[config.mk]
export PLATFORM = sky130hd
export DESIGN_NAME = regfile_mp
export DESIGN_NICKNAME = d
export VERILOG_FILES = /design/src/rtl/riscv_pkg.sv /design/src/rtl/regfile_scoreboard.sv /design/src/rtl/regfile_mp.sv
export SDC_FILE = /design/constraint.sdc
export NUM_CORES = 2
export LEC_CHECK = 0
export BUFFER_PORTS_ARGS = -buffer_cell sky130_fd_sc_hd__buf_2
export CELL_PAD_IN_SITES_DETAIL_PLACEMENT = 1
export CELL_PAD_IN_SITES_GLOBAL_PLACEMENT = 2
export CORE_ASPECT_RATIO = 0.6
export CORE_MARGIN = 1
export CORE_UTILIZATION = 46
export DETAILED_ROUTE_END_ITERATION = 16
export PLACE_DENSITY = 0.91
export SKIP_CTS_REPAIR_TIMING = 1
export SLEW_MARGIN = 15
export SYNTH_ARGS = -nofsm -noshare
export SYNTH_HDL_FRONTEND = slang
export SYNTH_SLANG_ARGS = --single-unit
[constraint.sdc]
create_clock -name clock -period 2.7 [get_ports clock]
set_clock_uncertainty 0.2 [all_clocks]
set_input_delay 0.27 -clock clock [delete_from_list [all_inputs] [get_ports clock]]
set_output_delay 0.27 -clock clock [all_outputs]
set_load 0.02 [all_outputs]
[src/rtl/riscv_pkg.sv]
// riscv_pkg: shared register-file geometry for the integer core.
// No ports; exports REG_ADDR_W (register address width) and NUM_REGS (register count).
package riscv_pkg;
    localparam int REG_ADDR_W = 5;
    localparam int NUM_REGS   = 32;
endpackage

[src/rtl/regfile_scoreboard.sv]
// regfile_scoreboard: pending-write scoreboard, one busy bit per register.
// Ports: clock, reset (sync, active-high); busy_set/busy_set_addr mark a register
// pending; write_enable/write_addr clear it; busy_vector is the live scoreboard.
module regfile_scoreboard
    import riscv_pkg::*;
#(
    parameter int ZERO_REG = 1
) (
    input  logic                  clock,
    input  logic                  reset,
    input  logic                  busy_set,
    input  logic [REG_ADDR_W-1:0] busy_set_addr,
    input  logic                  write_enable,
    input  logic [REG_ADDR_W-1:0] write_addr,
    output logic [NUM_REGS-1:0]   busy_vector
);
    logic [NUM_REGS-1:0] set_mask, clr_mask, keep_mask;
    // x0 can never become pending when it is hardwired
    assign keep_mask = (ZERO_REG != 0) ? {{(NUM_REGS-1){1'b1}}, 1'b0} : '1;
    assign set_mask  = (NUM_REGS'(busy_set) << busy_set_addr) & keep_mask;
    assign clr_mask  = NUM_REGS'(write_enable) << write_addr;
    // set is applied after clear so a same-address set wins
    always_ff @(posedge clock)
        busy_vector <= reset ? '0 : (busy_vector & ~clr_mask) | set_mask;
endmodule

[src/rtl/regfile_mp.sv]
// regfile_mp: 32-entry register file, one write port, NUM_READ registered read ports.
// Ports: clock, reset (sync, active-high); write_enable/write_addr/write_data commit a
// write; busy_set/busy_set_addr mark a register pending; read_en/read_addr (flat, 5 bits
// per port) request reads; read_data/read_valid/read_busy are registered one cycle later;
// busy_vector is the live scoreboard.
// Build option: define REGFILE_BYPASS_EN to forward same-edge write data to readers.
module regfile_mp
    import riscv_pkg::*;
#(
    parameter int WORD_SIZE = 32,
    parameter int NUM_READ  = 2,
    parameter int ZERO_REG  = 1
) (
    input  logic                             clock,
    input  logic                             reset,
    input  logic                             write_enable,
    input  logic [REG_ADDR_W-1:0]            write_addr,
    input  logic [WORD_SIZE-1:0]             write_data,
    input  logic                             busy_set,
    input  logic [REG_ADDR_W-1:0]            busy_set_addr,
    input  logic [NUM_READ-1:0]              read_en,
    input  logic [REG_ADDR_W*NUM_READ-1:0]   read_addr,
    output logic [WORD_SIZE*NUM_READ-1:0]    read_data,
    output logic [NUM_READ-1:0]              read_valid,
    output logic [NUM_READ-1:0]              read_busy,
    output logic [NUM_REGS-1:0]              busy_vector
);
    logic [WORD_SIZE-1:0]  regs [NUM_REGS];
    logic [WORD_SIZE-1:0]  d_n  [NUM_READ];
    logic [NUM_READ-1:0]   b_n;
    logic [REG_ADDR_W-1:0] ra;
    logic                  zr, hit, wz;

    regfile_scoreboard #(.ZERO_REG(ZERO_REG)) u_sb (
        .clock         (clock),
        .reset         (reset),
        .busy_set      (busy_set),
        .busy_set_addr (busy_set_addr),
        .write_enable  (write_enable),
        .write_addr    (write_addr),
        .busy_vector   (busy_vector)
    );

    assign wz = (ZERO_REG != 0) && write_addr == '0;

    always_ff @(posedge clock)
        if (reset)
            for (int i = 0; i < NUM_REGS; i++) regs[i] <= '0;
        else if (write_enable && !wz)
            regs[write_addr] <= write_data;

    // busy_vector here is the pre-edge value, so same-edge set/clear are not seen
    always_comb begin
        ra  = '0;
        zr  = 1'b0;
        hit = 1'b0;
        b_n = '0;
        for (int p = 0; p < NUM_READ; p++) begin
            ra = read_addr[p*REG_ADDR_W +: REG_ADDR_W];
            zr = (ZERO_REG != 0) && ra == '0;
`ifdef REGFILE_BYPASS_EN
            hit = write_enable && ra == write_addr && ra != '0;
`else
            hit = 1'b0;
`endif
            d_n[p] = zr ? '0 : hit ? write_data : regs[ra];
            b_n[p] = !zr && !hit && busy_vector[ra];
        end
    end

    always_ff @(posedge clock)
        if (reset) begin
            read_data  <= '0;
            read_valid <= '0;
            read_busy  <= '0;
        end else begin
            read_valid <= read_en;
            for (int p = 0; p < NUM_READ; p++)
                if (read_en[p]) begin
                    read_data[p*WORD_SIZE +: WORD_SIZE] <= d_n[p];
                    read_busy[p]                        <= b_n[p];
                end
        end
endmodule
==> summary.md <==
| Metric | Value |
|---|---|
| Syn Inst Count | 3841 |
| Final count of negative-setup-slack endpoints | 0 |
| Layout cells sized above 1 | 29.5% |
| Die Y | 277 µm |
| Setup CP Type | in2reg |
| Setup TNS | 0 ns |
| CTS clk-pin slew, worst paths | 0.07 ns |
| Area growth syn-to-layout | 15.6% |
| Worst Path Required | 3.10 ns |
| Vias in the first global route | 40594 |
| Max-Cap Viols | 0 |
| Sequential Power Share | 49.5% |
| Achievable Freq | 392 MHz |
| Iter 0 DRT Violations | 6430 |
| Ys flop type | edfxtp_1 |
| Vias/cell | 6.85 |
| Hold depth | 4 |
| Post-DP HPWL | 138000 µm |
| Layout fillers | 11671 |
| Worst-Skew Late Latency | 0.75 ns |
| Hold_ws | -0.000404 ns |
| Crit-path leading delay family | buffers and inverters |
| I/O Buffers | 157 |
| RSZ-0062 raised after global routing | false |
| Number of H-tree levels | 3 |
| Post-synthesis sequential area ratio | 56.5% |
| Leakage | 23.7 nW |
| Slowest-stage cell, CP | dlygate4sd3_1 |
| Clock root cell | clkbuf_16 |
| Clock power share | 38.3% |
| Levels on crit path | 9 |
| Detail Route Antenna Nets | 0 |
| TritonRoute pass-1 iters | 5 |
| Vias | 40015 |
| Switching share of total power | 25.4% |
| Avg WL per Cell | 36.6 µm |
| Io pins | 158 |
| First-pass GRT wire length | 301000 µm |
| Comb power frac | 12.2% |
| Psw | 10.6 mW |
| Outcome | finished, violations left |
| Row count | 100 |
| Clk sinks | 1124 |
| Internal power | 31.1 mW |
| Setup crit end kind | register |
| R2R depth | 5 |
| Initial antenna violation count | 19 |
| GRT overflow | 0 |
| Slew HR | 53.0% |
| Synth warn | 0 |
| Peak VDD IR | 559 µV |
| Worst-Margin Slew | 0.687 ns |
| Chip Width | 460 µm |
| Critical path's largest stage delay | 0.52 ns |
| CP Data Arrival Time | 2.96 ns |
| Drt total wl | 213000 µm |
| Cts bufs inserted | 107 |
| Most used cell, CP | buf_4 |
| DRC violations left | 0 |
| CTS tree | done |
| Minimum clock period | 2.55 ns |
| Failing checks | hold timing |
| Tot Pwr | 41.7 mW |
| Hold Fails Final Rpt | 2 |
| #FFs+latches synth | 1124 |
| Post-layout nets | 4110 |
| CP max FO | 25 |
| Initial Utilization | 46.6% |
| Mapped Area | 58000 µm² |
| Hold Crit Class | in2reg |
| Synthesized area per cell | 15.1 µm² |
| All-Layer GR Usage | 33.3% |
| Die ar. | 128000 µm² |
| Post-synth EDFFs | 1024 |
| Fin crit share | 94.5% |
| Final Wtd Congestion | 0.887 |
| Asr flop ratio synth | 0% |
| Placeable Area | 124000 µm² |
| Power per cell area | 622 nW/µm² |
| Clk buf depth | 3 |
| Distinct cells, synth | 48 |
| Type of origin of the critical path | input pin |
| Slew Viols, Final | 0 |
| Critical-path cell list | dlygate4sd3_1 -> buf_2 -> buf_4 -> nor2b_1 -> nand3_1 -> buf_12 -> nor3_2 -> buf_4 -> and2_1 |
| Largest net degree at the start of global routing | 45 |
| Critical path buffers and inverters | 5 |
final cells by class:
cell class,instances,area (µm²),share of cell area [%]
diodes,10,25.0,0.0373
clock buffers,160,3190,4.75
clock inverters,42,423,0.631
inverters,1,3.75,0.00560
multi-input cells,2340,23800,35.5
flip-flops and latches,1124,32800,48.9
well taps,1683,2110,3.14
repair buffers,478,4750,7.08
cells in the final DEF, fill, tap and decap left out, drive strengths merged, types with 33 or more instances in the layout:
cell type	instances
a22oi	34
buf	446
and2	994
clkbuf	160
o221ai	33
a22o	62
mux4	494
dfxtp	100
edfxtp	1024
nor2	33
or2	33
mux2	70
o31ai	33
nand3	40
nand2b	38
mux2i	134
nand2	105
path summary, 6_finish.rpt:
kind / start / end / slack, ns
worst max-delay path: write_enable / regs[3][14] / 0.15
worst min-delay path: write_addr[1] / u_sb.busy_vector[0] / -0.0004
worst max register to register: u_sb.busy_vector[0] / read_busy[0] / 0.26
worst min register to register: read_data[54] / read_data[54] / 0.26
layer usage:
metal	track usage [%]	wire length (µm)
met4	15.8	11200
met1	45.9	80600
met3	7.69	25900
met5	0	115
met2	50.0	95700
power groups by stage:
stage,combinational (mW),sequential [mW],clock [mW]
final,5.07,20.6,16.0
after global routing,5.19,20.7,16.6
after CTS,4.96,20.6,16.1
after detailed placement,4.93,20.9,0
after global placement,4.80,20.8,0
after floorplan,2.84,20.7,0
tightest hold or removal path, cell delays in order:
cell      delay [ns]
buf_2           0.11
buf_4           0.19
nor2_1          0.19
a311oi_1        0.12
cells in the mapped netlist (5+ instances only):
cell type,count,area [µm²]
dfxtp_1,100,2000
buf_2,41,205
nand2_1,105,394
buf_1,16,60.1
mux2_2,70,788
o22ai_1,30,188
clkbuf_1,310,1160
mux2i_1,134,1340
or2_2,33,206
nor3_1,14,70.1
nand3_1,40,200
a21oi_1,31,155
and2_1,993,6210
o31ai_1,33,248
nor2_1,30,113
o221ai_1,33,289
buf_4,25,188
a211oi_1,32,240
mux4_2,467,10500
a22o_1,62,543
nand3b_1,5,37.5
o21ai_0,31,155
nand2b_1,38,238
a2111oi_0,30,263
edfxtp_1,1024,30700
nor2b_1,12,75.1
a22oi_1,34,255
buf_6,13,146
mux4_1,27,709
kinds of logic after synthesis:
| family | count (synthesis) | share of synthesized area [%] |
|---|---|---|
| and+or+nand+nor | 1284 | 13.2 |
| DFF | 1124 | 56.5 |
| muxes | 698 | 23.0 |
| buffers and inverters | 408 | 3.11 |
| AOI/OAI and AO/OA | 326 | 4.17 |
| other | 1 | 0.00647 |
flip-flops by register name, indices dropped and copies added (netlist names):
name and flops:
read_data 64, u_sb.busy_vector 32, read_valid 2, read_busy 2, regs 1024
stage by stage:
stage	instance area [µm²]	cells	worst slack, ns	utilization [%]
final	67000	5838	0.148	53.8
after global placement	63100	5594	-0.0106	50.7
after global routing	67000	5831	0.148	53.8
after detailed placement	63100	5594	-0.0788	50.7
after floorplan	58100	3872	0.205	-
after CTS	66700	5796	0.343	53.6
(Power assumes the default switching activity.)
